$ cat config.mk
export PLATFORM = sky130hd
export DESIGN_NAME = cla_addsub_pipe
export DESIGN_NICKNAME = d
export VERILOG_FILES = /design/src/rtl/cla_addsub_pipe.sv
export SDC_FILE = /design/constraint.sdc
export NUM_CORES = 1
export LEC_CHECK = 0
export CORE_MARGIN = 2
export CORE_UTILIZATION = 30
export DETAILED_ROUTE_END_ITERATION = 8
export PLACE_DENSITY = 0.51
export SLEW_MARGIN = 20
export SYNTH_ARGS = -nofsm -noshare
export SYNTH_HDL_FRONTEND = slang
export SYNTH_SLANG_ARGS = --single-unit
$ cat constraint.sdc
create_clock -name i_clk -period 8.6 [get_ports i_clk]
set_input_delay 1.72 -clock i_clk [delete_from_list [all_inputs] [get_ports i_clk]]
set_output_delay 1.72 -clock i_clk [all_outputs]
set_load 0.02 [all_outputs]
$ cat src/rtl/cla_addsub_pipe.sv
// Pipelined add/sub/neg/absdiff built from 4-bit carry-lookahead groups.
// The group chain is cut into STAGES register slices, low groups first, under one global stall.
module cla4 (
  input  logic [3:0] a_i,
  input  logic [3:0] b_i,
  input  logic       c_i,
  output logic [3:0] s_o,
  output logic       c_o
);
  logic [3:0] p, g, c;
  assign p = a_i ^ b_i;
  assign g = a_i & b_i;
  assign c[0] = c_i;
  assign c[1] = g[0] | (p[0] & c_i);
  assign c[2] = g[1] | (p[1] & g[0]) | (p[1] & p[0] & c_i);
  assign c[3] = g[2] | (p[2] & g[1]) | (p[2] & p[1] & g[0]) | (p[2] & p[1] & p[0] & c_i);
  assign c_o  = g[3] | (p[3] & g[2]) | (p[3] & p[2] & g[1]) | (p[3] & p[2] & p[1] & g[0])
              | (&p & c_i);
  assign s_o  = p ^ c;
endmodule

module cla_addsub_pipe #(
  parameter int WIDTH  = 24,
  parameter int STAGES = 2
) (
  input  logic             i_clk,
  input  logic             i_rst_n,
  input  logic             i_valid,
  output logic             o_ready,
  input  logic [WIDTH-1:0] i_a,
  input  logic [WIDTH-1:0] i_b,
  input  logic             i_cin,
  input  logic [1:0]       i_op,
  output logic             o_valid,
  input  logic             i_ready,
  output logic [WIDTH-1:0] o_result,
  output logic             o_cout,
  output logic             o_ovf,
  output logic             o_swap
);
  localparam int NG = WIDTH / 4;
  localparam int L  = STAGES - 1;
  localparam logic [1:0] OP_ADD = 2'd0, OP_SUB = 2'd1, OP_NEG = 2'd2, OP_ABS = 2'd3;

  logic              en;
  logic [STAGES:1]   vld_pipe;
  logic [WIDTH-1:0]  result_q, result_d;
  logic              cout_q, cout_d, ovf_q, ovf_d, swap_q, swap_d;

  assign o_valid = vld_pipe[STAGES];
  assign o_ready = i_ready | ~o_valid;
  assign en      = o_ready;

  // Every op becomes x + y + c; all but ADD use the inverted-B form, so carry-out is ~borrow.
  logic [WIDTH-1:0] x0, y0;
  logic             c0;
  always_comb begin
    x0 = i_a;
    y0 = ~i_b;
    c0 = 1'b1;
    case (i_op)
      OP_ADD: begin y0 = i_b; c0 = i_cin; end
      OP_SUB: c0 = ~i_cin;
      OP_NEG: x0 = '0;
      default: ;
    endcase
  end

  for (genvar k = 0; k < STAGES; k++) begin : g_stg
    localparam int LO = k * NG / STAGES;
    localparam int HI = (k + 1) * NG / STAGES;
    localparam int N  = HI - LO;

    logic [1:0]          op_in;
    logic                c_in, c_out;
    logic [WIDTH-1:4*LO] x_in, y_in;
    logic [4*HI-1:0]     s_out;
    logic [N:0]          cc;
    logic [4*N-1:0]      grp_sum;

    if (k == 0) begin : g_in
      assign op_in = i_op;
      assign c_in  = c0;
      assign x_in  = x0;
      assign y_in  = y0;
      assign s_out = grp_sum;
    end else begin : g_in
      // Stage input register: finished low sum bits plus the untouched high operand bits.
      logic [1:0]          op_q;
      logic                c_q;
      logic [WIDTH-1:4*LO] x_q, y_q;
      logic [4*LO-1:0]     s_q;
      always_ff @(posedge i_clk or negedge i_rst_n) begin
        if (!i_rst_n) begin
          op_q <= '0;
          c_q  <= 1'b0;
          x_q  <= '0;
          y_q  <= '0;
          s_q  <= '0;
        end else if (en) begin
          op_q <= g_stg[k-1].op_in;
          c_q  <= g_stg[k-1].c_out;
          x_q  <= g_stg[k-1].x_in[WIDTH-1:4*LO];
          y_q  <= g_stg[k-1].y_in[WIDTH-1:4*LO];
          s_q  <= g_stg[k-1].s_out;
        end
      end
      assign op_in = op_q;
      assign c_in  = c_q;
      assign x_in  = x_q;
      assign y_in  = y_q;
      assign s_out = {grp_sum, s_q};
    end

    assign cc[0] = c_in;
    assign c_out = cc[N];
    for (genvar g = 0; g < N; g++) begin : g_grp
      cla4 u_grp (
        .a_i (x_in[4*(LO+g) +: 4]),
        .b_i (y_in[4*(LO+g) +: 4]),
        .c_i (cc[g]),
        .s_o (grp_sum[4*g +: 4]),
        .c_o (cc[g+1])
      );
    end
  end

  logic [WIDTH-1:0] raw;
  logic             carry, xm, ym;
  logic [1:0]       opf;
  assign raw   = g_stg[L].s_out;
  assign carry = g_stg[L].c_out;
  assign xm    = g_stg[L].x_in[WIDTH-1];
  assign ym    = g_stg[L].y_in[WIDTH-1];
  assign opf   = g_stg[L].op_in;

  // ABSDIFF correction is a combinational negate ahead of the output register.
  always_comb begin
    swap_d   = (opf == OP_ABS) & ~carry;
    cout_d   = (opf == OP_ADD) ? carry : ~carry;
    ovf_d    = (opf != OP_ABS) & (xm == ym) & (raw[WIDTH-1] != xm);
    result_d = swap_d ? (~raw + WIDTH'(1)) : raw;
  end

  always_ff @(posedge i_clk or negedge i_rst_n) begin
    if (!i_rst_n) begin
      vld_pipe <= '0;
      result_q <= '0;
      cout_q   <= 1'b0;
      ovf_q    <= 1'b0;
      swap_q   <= 1'b0;
    end else if (en) begin
      vld_pipe[1] <= i_valid;
      for (int j = 2; j <= STAGES; j++) vld_pipe[j] <= vld_pipe[j-1];
      result_q <= result_d;
      cout_q   <= cout_d;
      ovf_q    <= ovf_d;
      swap_q   <= swap_d;
    end
  end

  assign o_result = result_q;
  assign o_cout   = cout_q;
  assign o_ovf    = ovf_q;
  assign o_swap   = swap_q;
endmodule

== Yosys cells after proc, flatten, opt, wreduce, memory -nomap -nowiden ==
Index checks and enable logic that the tools add are counted.

* $add $sub $neg: 1
* Multiply operators: 0
* Div/mod/pow operators: 0
* Magnitude comparators: 0
* Equality and inequality tests: 6
* Shifts and indexed selects: 0
* Mux-type cells: 5
* Bitwise gates (word level): 177
* Reduce and logical (&&, ||, !) cells: 8

{| class="wikitable"
|+ Operators with widths
! kind !! count
|-
| 1-bit bitwise AND || 93
|-
| 24-bit two-way mux || 3
|-
| 1-bit bitwise OR || 61
|-
| 24-bit inverter || 2
|-
| 4-bit bitwise XOR || 12
|-
| 24-bit by 1-bit adder with 24-bit output, second input constant || 1
|-
| 4-bit bitwise AND || 6
|-
| 4-bit AND reduction || 6
|-
| 2-bit == test, second input constant || 2
|-
| 2-bit logical NOT || 2
|-
| 1-bit inverter || 3
|-
| 2-bit by 1-bit == test with 1-bit output, second input constant || 1
|-
| 2-bit != test, second input constant || 1
|-
| 1-bit case mux with 2 select lines || 1
|-
| 1-bit == test || 1
|-
| 1-bit two-way mux || 1
|-
| 1-bit != test || 1
|}

* Flip-flop bits (word level): 68
* Bits in latches: 0
* RAM bits: 0
* Bits in read-only memories: 0
* Output and inout port bits: 29
* Memories: 0

== Longest topological paths before layout ==
Gate-level depths: netlist of run 1.

* Word-level depth: 14
* Depth in mapped cells: 14
* Depth with buffers taken out: 13

== Modules after synthesis ==
A second synthesis of run 1 with hierarchy kept.

* Cell total of the unflattened synthesis: 450
* Area total of the unflattened synthesis: 4,214.0 sq um

{| class="wikitable"
|+ By module, submodules not included
! module !! instances !! cells each !! area an instance (sq um) !! sequential area each (sq um)
|-
| cla_addsub_pipe || 1 || 348 || 3,328.2 || 1,701.6
|-
| cla4 || 6 || 17 || 147.6 || 0.0
|}

== Least setup slack after synthesis of run 1 ==
No wires, ideal clock.

* Path type: input -> register
* Start: input i_op[0]
* End: register g_stg[1].g_in.s_q[8]
* Setup time: 0.078 ns
* Data arrival time: 4.649 ns
* Path slack: 3.873 ns
* Stages on the path: 12
* Buffers on the path: 1
* Cell sequence: nor2_1 clkbuf_1 xnor2_1 ha_1 or2_2 o32ai_1 o21ba_2 o21ai_0 o21a_1 nor2_1 fa_1 a21oi_1

* Longest elaborated chain between the ends: 11
* Elaborated cells between the ends (all ways): 34
* Those cells by class: eq/ne (2); mux (3); bitwise (26); reduce/logical (3)

{| class="wikitable"
|+ RTL lines
! item !! line !! text
|-
| from (decl) || 33 || <nowiki>input logic [1:0] i_op,</nowiki>
|-
| 2-bit == test / 2-bit logical NOT (equally long branches) || 61 || <nowiki>case (i_op)</nowiki>
|-
| 24-bit two-way mux || 61 ||
|-
| 4-bit bitwise XOR / 4-bit bitwise AND (equally long branches) || 11, 12 ||
|-
| 1-bit bitwise AND || 17 || <nowiki>assign c_o = g[3] | (p[3] & g[2]) | (p[3] & p[2] & g[1]) | (p[3] & p[2] & p[1] & g[0])</nowiki>
|-
| 1-bit bitwise OR / 1-bit bitwise AND (equally long branches) (2 in series) || 17 ||
|-
| 1-bit bitwise OR || 17 ||
|-
| 1-bit bitwise OR || 18 || <nowiki>| (&p & c_i);</nowiki>
|-
| 1-bit bitwise AND || 18 ||
|-
| 1-bit bitwise OR || 18 ||
|-
| 4-bit bitwise XOR (*) || 19 || <nowiki>assign s_o = p ^ c;</nowiki>
|-
| to (signal assigned) || 105 || <nowiki>s_q <= g_stg[k-1].s_out;</nowiki>
|-
| to (decl) || 92 || <nowiki>logic [4*LO-1:0] s_q;</nowiki>
|}

Mark *: on every way between the ends. The rest lies on a longest branch, timed or not.
A chain may end at the register's enable or synchronous reset.

== Worst setup path in the final report of run 1 ==
* Start: input i_ready
* End: output o_ready

* Longest elaborated chain between the ends: 1

{| class="wikitable"
|+ RTL lines
! item !! line !! text
|-
| from (decl) || 35 || <nowiki>input logic i_ready,</nowiki>
|-
| 1-bit bitwise OR || 51 || <nowiki>assign o_ready = i_ready | ~o_valid;</nowiki>
|-
| to (decl) || 29 || <nowiki>output logic o_ready,</nowiki>
|}

Every way passes these cells.

==> results of run 1 <==
==> final timing paths <==
kind / to / from / slack (ns) / cells past startpoint
worst max-delay path: o_ready / i_ready / 3.44 / 5
worst min-delay path: vld_pipe[1] / vld_pipe[1] / 0.46 / 2
worst max register to register: o_result[20] / g_stg[1].g_in.x_q[14] / 5.27 / 10
worst min register to register: vld_pipe[1] / vld_pipe[1] / 0.46 / 2
max in group asynchronous: o_result[5] / i_rst_n / 6.47 / 2
min in group asynchronous: g_stg[1].g_in.x_q[17] / i_rst_n / 1.59 / 2
==> flip-flops by register name, summed over array words and instances, names as in the netlist <==
register and flops:
o_ovf 1, g_stg.g_in.op_q 2, g_stg.g_in.x_q 12, vld_pipe 2, o_cout 1, o_result 24
g_stg.g_in.s_q 12, g_stg.c_in 1, g_stg.g_in.y_q 12, o_swap 1
==> report_power, final <==
group	internal, mW	total (mW)	switching [mW]	leakage (nW)
Sequential	0.416	0.498	0.0817	0.802
Clock	0.262	0.403	0.141	0.159
Combinational	0.305	0.663	0.358	1.42
Total	0.983	1.56	0.581	2.38
==> layer usage <==
metal / track usage (%) / wire length [um] / vias up
met5: 0 / 0 / -
met4: 4.771 / 167 / 0
met3: 2.696 / 468 / 13
met2: 21.71 / 4712 / 76
met1: 19.98 / 5315 / 1692
li1: - / - / 1832
==> cells in the final DEF (no fill, tap or decap), types with 2 or more instances in the layout <==
cell	n
nand3_1	2
and2_1	12
nor3_1	10
o31ai_1	9
clkinv_2	2
a311o_1	2
ha_1	25
clkbuf_16	9
nand2_1	54
xnor2_1	27
a31oi_1	7
mux2_2	2
a21oi_1	38
xor2_1	29
inv_1	15
o21a_1	3
and3_1	5
nand3_2	2
o211ai_1	3
nand4_1	3
buf_4	4
nor2_1	50
or3_1	2
or2_2	2
o21ai_0	31
a22o_1	12
clkdlybuf4s50_1	82
bufinv_16	2
fa_1	6
dfrtp_1	68
nor4_1	3
o21bai_1	2
nand2b_1	3
==> metrics by stage <==
step	cells	instance area [um2]	total power, mW	worst slack [ns]	utilization [%]
final	744	5734	1.564	3.445	39.76
after global routing	744	5734	1.679	3.340	39.76
after CTS	744	5734	1.585	3.429	39.76
after detailed placement	728	5409	1.173	3.396	37.50
after global placement	728	5409	1.160	3.426	37.50
after floorplan	479	4408	0.9206	3.873	-
==> cell type report <==
cell class              count  share of cell area (%)
repair buffers             87                   14.92
clock buffers              10                   4.168
well taps                 184                   4.015
multi-input cells         373                   44.67
flip-flops and latches     68                   29.67
inverters                  16                   1.047
clock inverters             6                   1.506
==> worst register-to-register path, delay by kind of cell (launching register included) <==
family	cells	cell delay (ns)
adder cells (fa/ha/maj)	2	1.02
AO/OA/AOI/OAI	3	0.87
multiplexers	2	0.47
flip-flops	1	0.40
AND/OR/NAND/NOR	2	0.34
XOR/XNOR	1	0.12
==> kinds of logic (layout without fill, tap and decap cells) <==
logic type,after synthesis,in the layout
adders and majority gates,31,31
xor gates and xnor gates,56,56
muxes,3,3
buffers and inverters,38,119
DFF,68,68
AOI/OAI and AO/OA,125,125
and+or+nand+nor,158,158
==> results.toml, run 1 <==
[synthesis]
synth-simple-area-share_pct = 17.12
synthXorXnorAreaFrac_pct = 11.13
synth.area.mux_share_pct = 0.7380
yosysTopAreaCell = "dfrtp_1"
netlist-cell-type-count = 61
ys_ff_latch = 68
synth_most_common_cell = "dfrtp_1"
ys_warn_count = 0
netlist_area_um2 = 4408
yosys-top-cells-area = "dfrtp_1 39%, ha_1 7.1%, xor2_1 5.8%"
synthFlopType = "dfrtp_1"
synth_edf_count = 0
syn_inst = 479
synth_compound_area_share_pct = 19.07
async_reset_ff_share_pct = 100.0
yosys-top-cells-count = "68 x dfrtp_1, 54 x nand2_1, 51 x nor2_1"
postSynthAreaPerCell_um2 = 9.202
synth_top_area_share_pct = 38.60
synth_top_family_by_area = "compound AO/OA/AOI/OAI gates"
yosysSeqAreaShare_pct = 38.60
syn_nets = 565
synthAdderAreaFrac_pct = 9.821

[floorplanning]
die_x_um = 125.2
row_count = 44
fp.dieH_um = 125.2
start_util_pct = 30.56
dieArea_um2 = 15680
num_io_pins = 84
core_area_um2 = 14420

[critical_path]
path_buf_inv = 4
max_stage_delay_ns = 0.55
critical-path-top-delay-family = "buffers and inverters"
slowest_stage = "clkdlybuf4s50_1"
critical_path.max_fanout = 64
cp_common_cell = "clkdlybuf4s50_1"
path_cells = "clkdlybuf4s50_1 -> nor2b_4 -> buf_4 -> inv_2 -> clkdlybuf4s50_1"
required_ns = 6.88
path_class = "primary input to output port"
start_kind = "primary input"
arrival_ns = 3.44
crit_path_end_kind = "output port"

[global_routing]
grt_start_max_net_pins = 69
grt.overflow.total = 0
grt.total_usage_pct = 14.12
grt_pass1_vias = 3647
grt_pass1_wl_mm = 18.08
antenna_found_initial = 0

[timing]
timing.hold.ws_ns = 0.4590
min_period_ns = 5.155
rsz0062_at_grt = "no"
min_period_over_period_pct = 59.95
relSlewSlack_pct = 42.91
hold_viol_final = 0
slew_violations = 0
tightest_slew_ns = 0.8563
fin_skew_ns = 0.005433
fmax_ghz = 0.1940
finalSetupViolations = 0
setup-tns-final_ns = 0

[route]
ant_nets = 0
routed-via-count = 3613
drcViolationCount = 0
firstDrtPassIters = 4
wl_per_cell_um = 14.33
viasPerCell = 4.856
wl_mm = 10.66
first_iter_violations = 153

[cells_and_area]
multiInputGateArea_um2 = 2561
drive_gt1_share_pct = 7.500
fillCellCount = 1476
final-seq-area_um2 = 1702
nets = 641
n_antenna_cell = 0
syn2layout_area_growth_pct = 30.09

[cts]
clock_path_buffers = 2
insertion_delay_ns = 0.33
cts_tree = "built"
clk_pin_slew_ns = 0.05
root_buffer = "clkbuf_16"
postCtsSetupRepairBufs = 0
clock_sinks = 68
cts_max_level = 3
post_cts_resize_count = 0
cts_hold_buf = 0
cts_buffers = 9

[place]
hpwl_mm = 8.044
gp_congestion = 0.8744
place.port_buffers = 83

[min_path]
min_path_type = "flip-flop to flip-flop"

[power_and_ir_drop]
p_per_area_nw_per_um2 = 272.8
peakVddDrop_mv = 0.09789
power.leakage_nw = 2.377

[status]
outcome = "finished, final reports clean"

[run]
max_cap_viol_count = 0
No activity file was read; power rests on OpenSTA's default activity.
==> run 2, diff against run 1 <==
==> constraint.sdc (replaced) <==
create_clock -name i_clk -period 5.19 [get_ports i_clk]
set_input_delay 1.038 -clock i_clk [delete_from_list [all_inputs] [get_ports i_clk]]
set_output_delay 1.038 -clock i_clk [all_outputs]
set_load 0.02 [all_outputs]
==> run 2 against run 1 <==
Effect of this change:
- clock skew grew 0.0024 ns
- cell count is the same
- sequential cell count is the same
- critical path depth grew 8
- routed wire length is essentially flat
- via count shrank 1.5%
- global-route usage grew 0.34 points
- first-iteration DRC count grew 14%
- die area is the same
- critical endpoint is now g_stg[1].g_in.s_q[8]
- largest cell class unchanged
==> results.toml, run 2 (same netlist as run 1, synthesis figures left out) <==
[status]
outcome = "finished, final reports clean"

[timing]
slew_violations = 0
min_period_ns = 4.126
min_period_over_period_pct = 79.50
setup-tns-final_ns = 0
fin_skew_ns = 0.007794
final.setup.worst_slack_ns = 1.064
timing.hold.ws_ns = 0.4564
finalSetupViolations = 0
hold_viol_final = 0
tightest_slew_ns = 0.8843
fmax_ghz = 0.2423
rsz0062_at_grt = "no"
relSlewSlack_pct = 41.05

[power_and_ir_drop]
p_per_area_nw_per_um2 = 445.8
peakVddDrop_mv = 0.1660
power.leakage_nw = 2.366
power.total_mw = 2.547

[route]
first_iter_violations = 175
drcViolationCount = 0
wl_mm = 10.67
ant_nets = 0
firstDrtPassIters = 4
wl_per_cell_um = 14.34
viasPerCell = 4.782
routed-via-count = 3558

[critical_path]
path_class = "primary input to flip-flop"
critical_path.max_fanout = 24
required_ns = 5.44
crit_path_end_kind = "flip-flop"
arrival_ns = 4.38
start_kind = "primary input"

[cts]
cts_tree = "built"
cts_hold_buf = 0
cts_max_level = 3
insertion_delay_ns = 0.33
post_cts_resize_count = 0
clock_sinks = 68
clock_path_buffers = 2
clk_pin_slew_ns = 0.05
postCtsSetupRepairBufs = 0
cts_buffers = 9
root_buffer = "clkbuf_16"

[global_routing]
grt_pass1_vias = 3631
grt_start_max_net_pins = 69
antenna_found_initial = 0
grt.total_usage_pct = 14.45
grt.overflow.total = 0
grt_pass1_wl_mm = 18.42

[place]
gp_congestion = 0.8878
dp_cells = 728
post-place-ws_ns = 0.7285
hpwl_mm = 8.127
placed_cell_area_um2 = 5409
place.port_buffers = 83

[floorplanning]
core_area_um2 = 14420
fp.dieH_um = 125.2
dieArea_um2 = 15680
num_io_pins = 84
die_x_um = 125.2
row_count = 44
start_util_pct = 30.56

[cells_and_area]
final_cell_mix = "82 x clkdlybuf4s50_1, 68 x dfrtp_1, 54 x nand2_1"
nets = 641
final_cell_area_um2 = 5713
layout_commonest_cell = "clkdlybuf4s50_1"
n_antenna_cell = 0
drive_gt1_share_pct = 7.321
fillCellCount = 1484
utilization_pct = 39.61
largest_reg_flops = 24
syn2layout_area_growth_pct = 29.61
instances_no_fill = 744

[run]
max_cap_viol_count = 0

[min_path]
min_path_type = "flip-flop to flip-flop"
## run 2: changes by cell type in the layout (fill, tap and decap cells not counted)
cell / change
clkbuf_8: +1
bufinv_16: -1
clkbuf_1: +1
inv_6: -1
## run 2: report_power, final
part,switching [mW],internal [mW],leakage [nW]
sequential,0.134,0.690,0.802
combinational,0.595,0.506,1.42
clock,0.225,0.396,0.149
total,0.954,1.59,2.37
## run 2: worst max-delay path, stage by stage
cell and delay [ns]:
clkdlybuf4s50_1 0.50, nor2_2 0.12, buf_4 0.37, xnor2_1 0.14
ha_1 0.21, or2_2 0.29, o32ai_1 0.45, o21ba_2 0.21
o21ai_0 0.14, o21a_1 0.22, nor2_1 0.12, fa_1 0.44
a21oi_1 0.13
## run 2: metal layers
layer	track usage, %	up-vias	routed length, um
li1	-	1837	-
met1	21.08	1642	5466
met2	21.74	71	4584
met3	2.653	8	514
met4	4.510	0	106
met5	0	-	0
## run 2: cell type report
class | count | area (um2) | area share [%]
multi-input combinational | 373 | 2561 | 44.83
sequential | 68 | 1702 | 29.79
timing repair buffer | 87 | 855.8 | 14.98
tap | 184 | 230.2 | 4.030
inverter | 16 | 60.06 | 1.051
clock buffer | 12 | 256.5 | 4.490
clock inverter | 4 | 47.55 | 0.8322
## run 2: path summary, 6_finish.rpt
check,start,endpoint,slack (ns),depth (start not counted)
worst max-delay path,i_op[1],g_stg[1].g_in.s_q[8],1.06,13
worst min-delay path,vld_pipe[1],vld_pipe[1],0.46,2
worst max register to register,g_stg[1].g_in.x_q[14],o_result[20],1.90,10
worst min register to register,vld_pipe[1],vld_pipe[1],0.46,2
max in group asynchronous,i_rst_n,vld_pipe[1],3.69,2
min in group asynchronous,i_rst_n,g_stg[1].g_in.x_q[17],0.89,2
==> run 3, diff against run 2 <==
==> constraint.sdc (replaced) <==
create_clock -name i_clk -period 4 [get_ports i_clk]
set_input_delay 0.8 -clock i_clk [delete_from_list [all_inputs] [get_ports i_clk]]
set_output_delay 0.8 -clock i_clk [all_outputs]
set_load 0.02 [all_outputs]
==> run 3 against run 2 <==
Effect of this change:
- cell count grew 0.54%
- hold slack improved by 0.010 ns
- sequential power is 30% higher
- non-clock buffer count up 5
- clock power up 16%
- clock-buffer cell count increased by 1
- power increased by 26%
- die area unchanged
- routed wire length fell by 0.97%
- global-route usage shrank 0.68 points
- register-to-register slack worse by 1.2 ns
- worst setup slack lost 0.68 ns
==> results.toml, run 3 (same netlist as run 1, synthesis figures left out) <==
[cells_and_area]
n_antenna_cell = 0
drive_gt1_share_pct = 7.801
instances_no_fill = 748
final_cell_area_um2 = 5717
layout_commonest_cell = "clkdlybuf4s50_1"
final_cell_mix = "82 x clkdlybuf4s50_1, 68 x dfrtp_1, 54 x nand2_1"
utilization_pct = 39.63
largest_reg_flops = 24
nets = 646
syn2layout_area_growth_pct = 29.69

[min_path]
hold_depth = 1
holdPathEnd = "vld_pipe[2]"
hp-start = "vld_pipe[1]"
min_path_type = "flip-flop to flip-flop"

[critical_path]
max_stage_delay_ns = 0.56
required_ns = 4.24
r2r_cells = 10
slowest_stage = "clkdlybuf4s50_1"
path_cells = "clkdlybuf4s50_1 -> nand2b_1 -> nand2_1 -> inv_1 -> ha_1 -> or2_2 -> o32ai_1 -> o21ba_2 -> o21ai_0 -> o21a_1 -> nor2_1 -> fa_1 -> a21oi_1"
crit_path_end_kind = "flip-flop"
start_kind = "primary input"
critical_path.max_fanout = 7
critical-path-top-delay-family = "compound AO/OA/AOI/OAI gates"
path_class = "primary input to flip-flop"
rrSetupSlack_ns = 0.67
path_buf_inv = 2
r2r_end = "o_result[20]"
arrival_ns = 3.86
rr_startpoint = "g_stg[1].g_in.y_q[14]"

[place]
post-place-ws_ns = 0.07634
dp_cells = 733
placed_cell_area_um2 = 5446
place.port_buffers = 83
gp_congestion = 0.8440
hpwl_mm = 8.249

[power_and_ir_drop]
power.leakage_nw = 2.377
peakVddDrop_mv = 0.2156
p_per_area_nw_per_um2 = 563.3
power.total_mw = 3.220

[route]
wl_per_cell_um = 14.13
firstDrtPassIters = 4
first_iter_violations = 156
routed-via-count = 3605
viasPerCell = 4.820
ant_nets = 0
wl_mm = 10.57
drcViolationCount = 0

[timing]
final.setup.worst_slack_ns = 0.3854
timing.hold.ws_ns = 0.4664
setup-tns-final_ns = 0
rsz0062_at_grt = "no"
finalSetupViolations = 0
fin_skew_ns = 0.008756
fmax_ghz = 0.2767
hold_viol_final = 0
relSlewSlack_pct = 36.70
min_period_over_period_pct = 90.37
slew_violations = 0
min_period_ns = 3.615
tightest_slew_ns = 0.9495

[global_routing]
grt_pass1_wl_mm = 17.50
grt_pass1_vias = 3509
antenna_found_initial = 0
grt.overflow.total = 0
grt_start_max_net_pins = 64
grt.total_usage_pct = 13.78

[run]
max_cap_viol_count = 0

[cts]
root_buffer = "clkbuf_16"
clock_sinks = 68
post_cts_resize_count = 0
cts_hold_buf = 0
cts_tree = "built"
clock_path_buffers = 2
insertion_delay_ns = 0.33
clk_pin_slew_ns = 0.05
postCtsSetupRepairBufs = 0
cts_max_level = 3
cts_buffers = 9

[floorplanning]
fp.dieH_um = 125.2
row_count = 44
start_util_pct = 30.56
num_io_pins = 84
core_area_um2 = 14420
dieArea_um2 = 15680
die_x_um = 125.2

[status]
outcome = "finished, final reports clean"
## run 3: report_power, final
part           switching (mW)  internal, mW  total [mW]
Clock                   0.272         0.448       0.720
Combinational           0.771         0.663        1.43
Sequential              0.170         0.896        1.07
## run 3: routing by layer
layer / global-route usage [%] / wire (um)
met2: 20.68 / 4629
met1: 19.72 / 5359
met5: 0 / 0
met4: 4.510 / 103
met3: 3.081 / 476
## run 3: cell type report
class | instances | area (um2)
clock buffers | 13 | 260.3
inverters | 16 | 60.06
well taps | 184 | 230.2
flip-flops and latches | 68 | 1702
fillers | 1482 | 8707
clock inverters | 2 | 10.01
repair buffers | 92 | 893.4
multi-input cells | 373 | 2561
## run 3: worst max path at each step
stage          startpoint                   end  slack, ns  cells past startpoint
2_1_floorplan     i_op[0]  g_stg[1].g_in.s_q[8]       0.19                     12
3_3_place_gp      i_op[0]  g_stg[1].g_in.s_q[8]       0.19                     13
3_5_place_dp      i_op[0]  g_stg[1].g_in.s_q[8]       0.08                     13
4_1_cts           i_op[1]  g_stg[1].g_in.s_q[8]       0.38                     13
5_1_grt           i_op[1]  g_stg[1].g_in.s_q[9]       0.12                     14
6_report          i_op[1]  g_stg[1].g_in.s_q[8]       0.39                     13
